## config.mk

```make
export PLATFORM = sky130hd
export DESIGN_NAME = tl_ul_channel_buffer
export DESIGN_NICKNAME = d
export VERILOG_FILES = /design/src/rtl/tl_ul_channel_buffer.sv
export SDC_FILE = /design/constraint.sdc
export NUM_CORES = 1
export LEC_CHECK = 0
export BUFFER_PORTS_ARGS = -buffer_cell sky130_fd_sc_hd__buf_2
export CAP_MARGIN = 15
export CELL_PAD_IN_SITES_DETAIL_PLACEMENT = 1
export CELL_PAD_IN_SITES_GLOBAL_PLACEMENT = 2
export CORE_MARGIN = 5
export CORE_UTILIZATION = 38
export DETAILED_ROUTE_END_ITERATION = 7
export PLACE_DENSITY = 0.84
export SYNTH_ARGS = -nofsm -noshare
export SYNTH_HDL_FRONTEND = slang
export SYNTH_SLANG_ARGS = --single-unit
```

## constraint.sdc

```tcl
create_clock -name clock -period 5.3 [get_ports clock]
set_clock_uncertainty 0.15 [all_clocks]
set_input_delay 0.265 -clock clock [delete_from_list [all_inputs] [get_ports clock]]
set_output_delay 0.265 -clock clock [all_outputs]
set_load 0.005 [all_outputs]
```

## src/rtl/tl_ul_channel_buffer.sv

```systemverilog
// TileLink-UL A/D channel buffer: one independently sized FIFO per channel,
// with optional empty-bypass (flow) and full pass-through (pipe) behaviour.

module tl_ul_fifo #(
   parameter int W     = 8,
   parameter int DEPTH = 2,
   parameter int FLOW  = 0,
   parameter int PIPE  = 0,
   parameter int CNT_W = 2
) (
   input  logic             clock,
   input  logic             reset,
   input  logic             enq_valid,
   output logic             enq_ready,
   input  logic [W-1:0]     enq_bits,
   output logic             deq_valid,
   input  logic             deq_ready,
   output logic [W-1:0]     deq_bits,
   output logic [CNT_W-1:0] count
);

   generate
      if (DEPTH == 0) begin : g_wire
         assign enq_ready = deq_ready;
         assign deq_valid = enq_valid;
         assign deq_bits  = enq_bits;
         assign count     = '0;
      end else begin : g_fifo
         localparam int PTR_W = (DEPTH > 1) ? $clog2(DEPTH) : 1;

         logic [PTR_W-1:0] enq_ptr_q, enq_ptr_d;
         logic [PTR_W-1:0] deq_ptr_q, deq_ptr_d;
         logic             maybe_full_q, maybe_full_d;
         logic [CNT_W-1:0] count_q, count_d;
         logic [W-1:0]     mem_q [DEPTH];
         logic             ptr_match, empty, full, bypass, do_enq, do_deq;

         function automatic logic [PTR_W-1:0] ptr_incr(input logic [PTR_W-1:0] p);
            return (p == PTR_W'(DEPTH - 1)) ? '0 : p + 1'b1;
         endfunction

         assign ptr_match = (enq_ptr_q == deq_ptr_q);
         assign empty     = ptr_match && !maybe_full_q;
         assign full      = ptr_match && maybe_full_q;
         assign bypass    = (FLOW != 0) && empty;

         assign enq_ready = !full || ((PIPE != 0) && deq_ready);
         assign deq_valid = !empty || ((FLOW != 0) && enq_valid);
         assign deq_bits  = bypass ? enq_bits : mem_q[deq_ptr_q];

         // A bypassed beat is consumed directly and never touches storage.
         assign do_enq = enq_valid && enq_ready && !(bypass && deq_ready);
         assign do_deq = deq_ready && !empty;

         always_comb begin
            enq_ptr_d    = enq_ptr_q;
            deq_ptr_d    = deq_ptr_q;
            maybe_full_d = maybe_full_q;
            count_d      = count_q;
            if (do_enq) enq_ptr_d = ptr_incr(enq_ptr_q);
            if (do_deq) deq_ptr_d = ptr_incr(deq_ptr_q);
            if (do_enq != do_deq) maybe_full_d = do_enq;
            if (do_enq && !do_deq)      count_d = count_q + CNT_W'(1);
            else if (do_deq && !do_enq) count_d = count_q - CNT_W'(1);
         end

         always_ff @(posedge clock or posedge reset) begin
            if (reset) begin
               enq_ptr_q    <= '0;
               deq_ptr_q    <= '0;
               maybe_full_q <= 1'b0;
               count_q      <= '0;
            end else begin
               enq_ptr_q    <= enq_ptr_d;
               deq_ptr_q    <= deq_ptr_d;
               maybe_full_q <= maybe_full_d;
               count_q      <= count_d;
            end
         end

         always_ff @(posedge clock) begin
            if (do_enq) mem_q[enq_ptr_q] <= enq_bits;
         end

         assign count = count_q;
      end
   endgenerate

endmodule

module tl_ul_channel_buffer #(
   parameter int ADDR_W  = 14,
   parameter int DATA_W  = 32,
   parameter int SRC_W   = 5,
   parameter int SIZE_W  = 3,
   parameter int SINK_W  = 1,
   parameter int A_DEPTH = 2,
   parameter int D_DEPTH = 2,
   parameter int A_FLOW  = 0,
   parameter int D_FLOW  = 0,
   parameter int A_PIPE  = 0,
   parameter int D_PIPE  = 0,
   localparam int A_CW   = (A_DEPTH == 0) ? 1 : $clog2(A_DEPTH + 1),
   localparam int D_CW   = (D_DEPTH == 0) ? 1 : $clog2(D_DEPTH + 1)
) (
   input  logic                clock,
   input  logic                reset,
   input  logic                in_a_valid,
   output logic                in_a_ready,
   input  logic [2:0]          in_a_opcode,
   input  logic [2:0]          in_a_param,
   input  logic [SIZE_W-1:0]   in_a_size,
   input  logic [SRC_W-1:0]    in_a_source,
   input  logic [ADDR_W-1:0]   in_a_address,
   input  logic [DATA_W/8-1:0] in_a_mask,
   input  logic [DATA_W-1:0]   in_a_data,
   input  logic                in_a_corrupt,
   output logic                out_a_valid,
   input  logic                out_a_ready,
   output logic [2:0]          out_a_opcode,
   output logic [2:0]          out_a_param,
   output logic [SIZE_W-1:0]   out_a_size,
   output logic [SRC_W-1:0]    out_a_source,
   output logic [ADDR_W-1:0]   out_a_address,
   output logic [DATA_W/8-1:0] out_a_mask,
   output logic [DATA_W-1:0]   out_a_data,
   output logic                out_a_corrupt,
   input  logic                out_d_valid,
   output logic                out_d_ready,
   input  logic [2:0]          out_d_opcode,
   input  logic [1:0]          out_d_param,
   input  logic [SIZE_W-1:0]   out_d_size,
   input  logic [SRC_W-1:0]    out_d_source,
   input  logic [SINK_W-1:0]   out_d_sink,
   input  logic                out_d_denied,
   input  logic [DATA_W-1:0]   out_d_data,
   input  logic                out_d_corrupt,
   output logic                in_d_valid,
   input  logic                in_d_ready,
   output logic [2:0]          in_d_opcode,
   output logic [1:0]          in_d_param,
   output logic [SIZE_W-1:0]   in_d_size,
   output logic [SRC_W-1:0]    in_d_source,
   output logic [SINK_W-1:0]   in_d_sink,
   output logic                in_d_denied,
   output logic [DATA_W-1:0]   in_d_data,
   output logic                in_d_corrupt,
   output logic [A_CW-1:0]     a_count,
   output logic [D_CW-1:0]     d_count,
   output logic                busy
);

   localparam int A_W = 3 + 3 + SIZE_W + SRC_W + ADDR_W + DATA_W/8 + DATA_W + 1;
   localparam int D_W = 3 + 2 + SIZE_W + SRC_W + SINK_W + 1 + DATA_W + 1;

   logic [A_W-1:0] a_enq_bits, a_deq_bits;
   logic [D_W-1:0] d_enq_bits, d_deq_bits;

   assign a_enq_bits = {in_a_opcode, in_a_param, in_a_size, in_a_source,
                        in_a_address, in_a_mask, in_a_data, in_a_corrupt};
   assign {out_a_opcode, out_a_param, out_a_size, out_a_source,
           out_a_address, out_a_mask, out_a_data, out_a_corrupt} = a_deq_bits;

   assign d_enq_bits = {out_d_opcode, out_d_param, out_d_size, out_d_source,
                        out_d_sink, out_d_denied, out_d_data, out_d_corrupt};
   assign {in_d_opcode, in_d_param, in_d_size, in_d_source,
           in_d_sink, in_d_denied, in_d_data, in_d_corrupt} = d_deq_bits;

   tl_ul_fifo #(.W(A_W), .DEPTH(A_DEPTH), .FLOW(A_FLOW), .PIPE(A_PIPE), .CNT_W(A_CW)) u_a_fifo (
      .clock     (clock),
      .reset     (reset),
      .enq_valid (in_a_valid),
      .enq_ready (in_a_ready),
      .enq_bits  (a_enq_bits),
      .deq_valid (out_a_valid),
      .deq_ready (out_a_ready),
      .deq_bits  (a_deq_bits),
      .count     (a_count)
   );

   tl_ul_fifo #(.W(D_W), .DEPTH(D_DEPTH), .FLOW(D_FLOW), .PIPE(D_PIPE), .CNT_W(D_CW)) u_d_fifo (
      .clock     (clock),
      .reset     (reset),
      .enq_valid (out_d_valid),
      .enq_ready (out_d_ready),
      .enq_bits  (d_enq_bits),
      .deq_valid (in_d_valid),
      .deq_ready (in_d_ready),
      .deq_bits  (d_deq_bits),
      .count     (d_count)
   );

   assign busy = (a_count != '0) || (d_count != '0);

endmodule

```

After elaboration in Yosys (flattened, before gate mapping) --
Memory sizes are Yosys's and may differ from the RTL's. Cells that the tools add are included.
Cells by class: muxes and demuxes 12, reduce and logical (&&, ||, !) cells 27, equality and inequality tests 4, $add $sub $neg 8
Operators with widths (count):
- $logic_and A1 B1 Y1 | 12
- $logic_not A1 Y1 | 10
- $mux W1 | 8
- $mux W2 | 4
- $reduce_bool A2 Y1 | 4
- $add A1 B1 Y1 const B | 4
- $add A2 B1 Y2 const B | 2
- $sub A2 B1 Y2 const B | 2
- $eq A1 B1 Y1 | 2
- $ne A1 B1 Y1 | 2
- $logic_or A1 B1 Y1 | 1
Word-level totals: RAM bits 226, register bits after elaboration 10, word-level logic and storage cells 61, input bits 119, memories 2, output and inout port bits 122
Memories:
- u_a_fifo.g_fifo.mem_q | words 2, bits a word 65, rd ports 1, clocked after Yosys merged registers in 0, write ports 1, RTL line 35 | logic [W-1:0] mem_q [DEPTH];
- u_d_fifo.g_fifo.mem_q | words 2, bits a word 48, rd ports 1, clocked after Yosys merged registers in 0, write ports 1, RTL line 35

Depth between registers and ports, before layout --
Gate-level depths: netlist (run 1).
depth after elaboration 8, depth in mapped cells 9

Hierarchy --
A second synthesis (run 1) with hierarchy kept.
Unflattened totals: cell total of the unflattened synthesis 410, area, all modules 8931.1 µm²
Modules (own cells, without submodules):
- tl_ul_fifo at u_a_fifo | sequential area each 4028.9 µm², area each 4969.8 µm², cells an instance 231, times used 1
- tl_ul_fifo at u_d_fifo | sequential area each 3007.9 µm², area each 3953.8 µm², cells an instance 178, times used 1
- tl_ul_channel_buffer | sequential area each 0.0 µm², area each 7.5 µm², cells an instance 1, times used 1

Least setup slack after synthesis (run 1) --
OpenSTA, ideal clock, no wires.
kind register -> register, start point register u_a_fifo.g_fifo.deq_ptr_q, end point memory u_a_fifo.g_fifo.mem_q[0][0] (netlist name) (enable), arrival 3.480 ns, path slack 1.181 ns, buffers on the path 2, stages on the path, launching flop included 5, setup time 0.488 ns, period minus slack after synthesis 4.119 ns, cell sequence dfrtp_1 buf_6 buf_2 o21ai_0 nor2_1
Between the ends: word-level cells in the longest chain between the ends 6
Ends and longest elaborated chain:
- from (decl) | RTL line 32 | logic [PTR_W-1:0] deq_ptr_q, deq_ptr_d;
- from (signal assigned) | RTL line 75 | deq_ptr_q <= deq_ptr_d;
- $eq A1 B1 Y1 | RTL line 42 | assign ptr_match = (enq_ptr_q == deq_ptr_q);
- $logic_and A1 B1 Y1 | RTL line 44 | assign full = ptr_match && maybe_full_q;
- $logic_not A1 Y1 | RTL line 47 | assign enq_ready = !full || ((PIPE != 0) && deq_ready);
- $logic_and A1 B1 Y1 | RTL line 52 | assign do_enq = enq_valid && enq_ready && !(bypass && deq_ready);
- $mux W1 | RTL line 82 | if (do_enq) mem_q[enq_ptr_q] <= enq_bits;
- $mux W1 (implied by the code) | RTL line 82
- to (decl) | RTL line 35
Every way passes these cells.

Worst setup path after layout (run 1) --
start point register u_a_fifo.g_fifo.deq_ptr_q, end point memory u_a_fifo.g_fifo.mem_q[0][12] (netlist name) (enable)
The elaborated chain is that of the path after synthesis.

==> out/qor.txt, run 1 <==
TritonCTS clock tree: done
CP max FO: 65
Fraction of layout cells with a size suffix above 1: 0.504
Final Hold Vio Count: 0
Root buffer cell: clkbuf_16
Crit path kind: flop to flop
Post-synth EDFFs: 226
FF-to-FF setup slack: 2.15 ns
Setup crit start: u_a_fifo.g_fifo.deq_ptr_q
Die height: 162 um
Final Max Tran Viols: 0
Top cells by count, synth: edfxtp_1, mux2_2, dfrtp_1
Worst skew pair latency: 0.51 ns
Synth area leader: edfxtp_1
ANT nets after route: 0
Largest net degree at the start of global routing: 66
DR WL/cell: 20.9 um
Synth Flop Type: edfxtp_1
Vias per Instance: 4.70
RSZ-0062 raised after global routing: no
Vias in the first global route: 6,025
Die width: 162 um
Total grt overflow: 0
Slowest CP cell: buf_4
Fin util: 0.542
Effective utilization at floorplan: 0.385
Total number of vias: 5,129
R2R Path Start: u_a_fifo.g_fifo.deq_ptr_q
Cell leakage power: 4.67 nW
Synth Net Count: 533
Peak supply drop: 0.000320 V
R2R cell count: 5
HPWL after DPL: 14,400 um
Top-count cell post-synth: edfxtp_1
Post-route insts no fill: 1,091
Placed Cells: 927
Post-CTS setup buffer count: 0
Global-route wire length before repair: 34,300 um
Final Wtd Congestion: 0.754
Placed Area: 10,200 um^2
Number of port buffers: 240
DR iter-0 viols: 250
Crit path largest cell delay: 0.70 ns
CTS Buf Count: 26
Drt pass-1 iters: 4
Worst hold path class: input pin to flop
Crit path time final: 3.15 ns
Post-synth top area share: 0.778
Synth area leaders: edfxtp_1, mux2_2, dfrtp_1
Pre-CTS setup slack: 1.70 ns
Routed WL: 22,800 um
Reg-to-reg critical path endpoint: u_a_fifo.g_fifo.mem_q[0][12]
Setup_tns: 0 ns
Max-cap viol count: 0
Final WS setup: 2.15 ns
Distinct cell type count after synthesis: 30
Clock-pin slew on the worst setup and hold paths: 0.06 ns
Total of warnings raised by yosys: 0
Total GRT Usage: 0.169
Post-synthesis cell count: 412
Crit end category: flop
Nets: 910
Core Area: 22,600 um^2
Avg Inst Size Synth: 21.2 um^2
CTS Buffer Depth: 3
Pwr Density: 505 nW/um^2
Final period util: 0.594
Area Overhead vs Synth: 40.5%
Initial antenna violation count: 1
CP Capture Point: u_a_fifo.g_fifo.mem_q[0][12]
Crit path required time: 5.32 ns
Io pins: 241
Rel. slew slack: 0.412
CTS Sinks: 236
Synthesized area: 8720 um^2
Die area: 26,100 um^2
CP Cell Sequence: buf_4 > o21ai_0 > nor2_4 > buf_12 > buf_4
Highest clock rate: 0.317 GHz
# H-tree levels: 1
Critical path data arrival time: 3.17 ns
Detailed-route DRC error count: 0
Final cell area excluding filler cells: 12,300 um^2
Async set-reset flop share out of synthesis: 0.0424
Startpoint Class: flop
Actual slew at the worst max-slew pin: 0.882 ns
Sequential area share after synthesis: 0.807
Most used cell, CP: buf_4
Final setup violating endpoints: 0
Status: finished clean
Yosys reg bits: 236
Fill cell total of the finished layout: 2,104
Std-Cell Rows: 55
## state kept, by name (all words and copies together), names as in the netlist
| register | cells |
|---|---|
| u_a_fifo.count | 2 |
| u_a_fifo.g_fifo.deq_ptr_q | 1 |
| u_d_fifo.g_fifo.enq_ptr_q | 1 |
| u_a_fifo.g_fifo.mem_q | 130 |
| u_d_fifo.g_fifo.mem_q | 96 |
| u_d_fifo.count | 2 |
| u_d_fifo.g_fifo.maybe_full_q | 1 |
| u_a_fifo.g_fifo.enq_ptr_q | 1 |
| u_a_fifo.g_fifo.maybe_full_q | 1 |
| u_d_fifo.g_fifo.deq_ptr_q | 1 |
## report_power, final
group	switching (W)	total (W)	internal (W)
combinational	0.000934	0.00180	0.000870
clock	0.000707	0.00170	0.000995
sequential	0.000143	0.00268	0.00254
## routing by layer
metal,GRT usage,vias up,share of wire
met4,0.0628,0,0.039
met3,0.0288,48,0.041
met2,0.336,142,0.58
met1,0.175,2570,0.34
met5,0,-,0
li1,-,2369,-
## cells by family (layout without fill, tap and decap cells)
family	after synthesis	in the layout	share of synthesized area
adder cells (fa/ha/maj)	2	2	0.00287
AND/OR/NAND/NOR	23	23	0.0138
flip-flops	236	236	0.807
AO/OA/AOI/OAI	11	11	0.00818
buffers and inverters	18	411	0.0126
other	0	1	0
multiplexers	114	114	0.147
XOR/XNOR	8	8	0.00889
## layout by cell type (no fill, tap or decap), types with 2 or more instances in the layout
| master | n |
|---|---|
| clkinv_1 | 2 |
| dfrtp_2 | 2 |
| buf_2 | 240 |
| xnor2_1 | 3 |
| clkbuf_16 | 26 |
| o21ai_0 | 4 |
| nand2_1 | 6 |
| bufinv_16 | 2 |
| a22o_1 | 2 |
| nor2_1 | 3 |
| edfxtp_1 | 226 |
| buf_12 | 2 |
| ha_1 | 2 |
| clkinvlp_4 | 2 |
| clkinv_2 | 6 |
| nor2b_1 | 2 |
| inv_1 | 3 |
| dfrtp_1 | 8 |
| dlygate4sd3_1 | 117 |
| nand2b_1 | 3 |
| buf_4 | 5 |
| mux2_2 | 113 |
| xor2_1 | 4 |
| and2_1 | 2 |
| clkbuf_1 | 4 |
## repair_timing
| action | CTS | global route |
|---|---|---|
| hold buffers | 117 | 0 |
| endpoints found under the hold margin | 239 | 0 |
| gates resized for setup | 0 | 0 |
## worst max-delay path: cells and delay by family, from the launching register on
| family | cells | cell delay (ns) |
|---|---|---|
| DFF | 1 | 0.45 |
| and+or+nand+nor | 1 | 0.45 |
| AOI/OAI and AO/OA | 1 | 0.37 |
| buffers and inverters | 3 | 1.35 |
## layout make-up
type	count	area [um^2]	share of cell area
timing repair buffer	364	2450	0.200
clock inverter	14	138	0.0112
tap	285	357	0.0291
multi-input combinational	158	1600	0.130
antenna	1	2.50	0.000204
sequential	236	7040	0.574
clock buffer	30	666	0.0543
inverter	3	11.3	0.000918
## how the worst min path moves through the flow
stage                     from                           end  slack, ns  cells past startpoint
floorplan                reset             u_a_fifo.count[0]      -0.04                      1
global placement         reset             u_a_fifo.count[1]       0.12                      2
detailed placement       reset             u_d_fifo.count[1]       0.13                      2
CTS                 in_a_valid     u_a_fifo.g_fifo.enq_ptr_q       0.02                      3
global route        in_a_valid  u_a_fifo.g_fifo.maybe_full_q       0.06                      3
finish              in_a_valid     u_a_fifo.g_fifo.enq_ptr_q       0.03                      3
## per-stage QoR
step | hold WS, ns | power, W
after detailed placement | 0.126 | 0.00444
after CTS | 0.0213 | 0.00622
after floorplan | -0.0448 | 0.00371
after global placement | 0.115 | 0.00435
after global routing | 0.0589 | 0.00650
final | 0.0294 | 0.00619
Note: power is estimated with default switching activity, not from simulation.
==> run 2: changes to the inputs <==
Clock period 5.3 ns to 3.08 ns, I/O delays scaled along.
==> run 2 against run 1 <==
Die area did not move. Via count rose by 0.47%. Non-clock buffer count rose by 1. Register-to-register slack got worse by 1.2 ns. Worst setup slack got worse by 1.7 ns. Global-route usage barely moved. Final area barely moved. Sequential share of layout area barely moved. Critical path type is now flop to output pin. Largest power group unchanged. Highest routed layer unchanged.
==> out/qor.txt, run 2 (same netlist as run 1, synthesis figures left out) <==
Status: finished clean
Die width: 162 um
Sequential share of power: 0.437
CTS Buf Count: 25
Hold_sp: in_a_source[1]
Effective utilization at floorplan: 0.385
Crit end category: output pin
Placed Cells: 928
CTS Buffer Depth: 3
DR WL/cell: 21.0 um
Max reg flops: 130
Highest clock rate: 0.375 GHz
Startpoint Class: flop
Internal power component: 0.00753 W
FF-to-FF setup slack: 0.97 ns
Post-route insts no fill: 1,094
HPWL after DPL: 13,800 um
Total grt overflow: 0
Clk pwr share: 0.272
Total number of vias: 5,153
Slowest CP cell: buf_4
PostCTS Resize Cnt: 0
Global-route wire length before repair: 34,400 um
CP max FO: 59
Core Area: 22,600 um^2
Fraction of layout cells with a size suffix above 1: 0.498
Worst skew pair latency: 0.52 ns
Most frequent cells in the layout: buf_2, edfxtp_1, dlygate4sd3_1, mux2_2, clkbuf_16
Detailed-route DRC error count: 0
ANT nets after route: 0
Top flop regs: u_a_fifo.g_fifo.mem_q: 130 flops, u_d_fifo.g_fifo.mem_q: 96 flops
Cell leakage power: 4.67 nW
Combinational power share: 0.291
Area Overhead vs Synth: 40.6%
Setup_tns: 0 ns
RSZ-0062 raised after global routing: no
Clock-pin slew on the worst setup and hold paths: 0.06 ns
Pwr Density: 866 nW/um^2
Fin util: 0.542
Nets: 910
Total GRT Usage: 0.168
R2R Path Start: u_a_fifo.g_fifo.deq_ptr_q
TritonCTS clock tree: done
Io pins: 241
Final period util: 0.865
Die height: 162 um
Max-cap viol count: 0
Crit path kind: flop to output pin
Vias per Instance: 4.71
Final cell area excluding filler cells: 12,300 um^2
Final Wtd Congestion: 0.783
Crit path required time: 2.78 ns
Actual slew at the worst max-slew pin: 0.830 ns
Peak supply drop: 0.000436 V
Number of port buffers: 240
Crit path largest cell delay: 0.68 ns
Commonest non-fill, non-tap cell in the layout: buf_2
Initial antenna violation count: 2
Final setup violating endpoints: 0
Crit path time final: 2.66 ns
Hold_buf cts: 119
Largest net degree at the start of global routing: 66
Root buffer cell: clkbuf_16
Final Max Tran Viols: 0
Post-CTS setup buffer count: 0
Final Hold Vio Count: 0
CP Cell Sequence: buf_4 > mux2_2 > buf_2
Switch Pwr: 0.00309 W
Rel. slew slack: 0.446
Sw Share: 0.291
DR iter-0 viols: 206
Setup crit start: u_a_fifo.g_fifo.deq_ptr_q
Design Power: 0.0106 W
Std-Cell Rows: 55
Die area: 26,100 um^2
Routed WL: 22,900 um
Drt pass-1 iters: 4
# H-tree levels: 1
Worst hold path class: input pin to flop
Vias in the first global route: 6,011
Critical path data arrival time: 2.36 ns
Placed Area: 10,300 um^2
Most flop-heavy register: u_a_fifo.g_fifo.mem_q
CTS Sinks: 236
[run 2: cell count changes in the layout (fill, tap and decap cells not counted), moves of 2 or more]
cell | before | now
buf_4 | 5 | 3
clkinv_1 | 2 | 7
clkinvlp_4 | 2 | 0
dlygate4sd3_1 | 117 | 119
[run 2: metal layers]
layer	share of wire	GRT usage
met4	0.037	0.0667
met5	0	0
met2	0.57	0.336
met3	0.039	0.0237
met1	0.35	0.175
[run 2: area by class of cell]
class	instances	area, um^2
Antenna cell	2	5.00
Clock buffer	28	637
Clock inverter	17	145
Fill cell	2127	10400
Inverter	3	11.3
Multi-Input combinational cell	158	1600
Sequential cell	236	7040
Tap cell	285	357
Timing Repair Buffer	365	2470
[run 2: power by group through the flow]
stage | logic, W | registers (W) | clock network (W)
6_report | 0.00309 | 0.00464 | 0.00289
3_5_place_dp | 0.00293 | 0.00470 | 0
3_3_place_gp | 0.00286 | 0.00464 | 0
2_1_floorplan | 0.00177 | 0.00460 | 0
5_1_grt | 0.00333 | 0.00469 | 0.00314
4_1_cts | 0.00309 | 0.00464 | 0.00296
[run 2: path summary, 6_finish.rpt]
check                                                to  cells past startpoint
max                                       out_a_data[7]                      3
min                        u_a_fifo.g_fifo.mem_q[0][52]                      2
max reg2reg                 u_a_fifo.g_fifo.mem_q[0][1]                      3
max in group asynchronous     u_d_fifo.g_fifo.deq_ptr_q                      4
min reg2reg                           u_a_fifo.count[1]                      1
min in group asynchronous     u_a_fifo.g_fifo.enq_ptr_q                      4
[run 2: per-stage QoR]
step	worst slack, ns	hold slack [ns]
floorplan	0.0356	-0.156
global placement	1.02	-0.00258
detailed placement	0.957	0.0229
CTS	0.382	0.177
global route	0.300	0.188
finish	0.416	0.205
[run 2: critical path, delay by kind of cell, from the launching register on]
kind | cells | cell delay, ns
mux | 1 | 0.43
flops | 1 | 0.52
buf+inv | 2 | 0.82
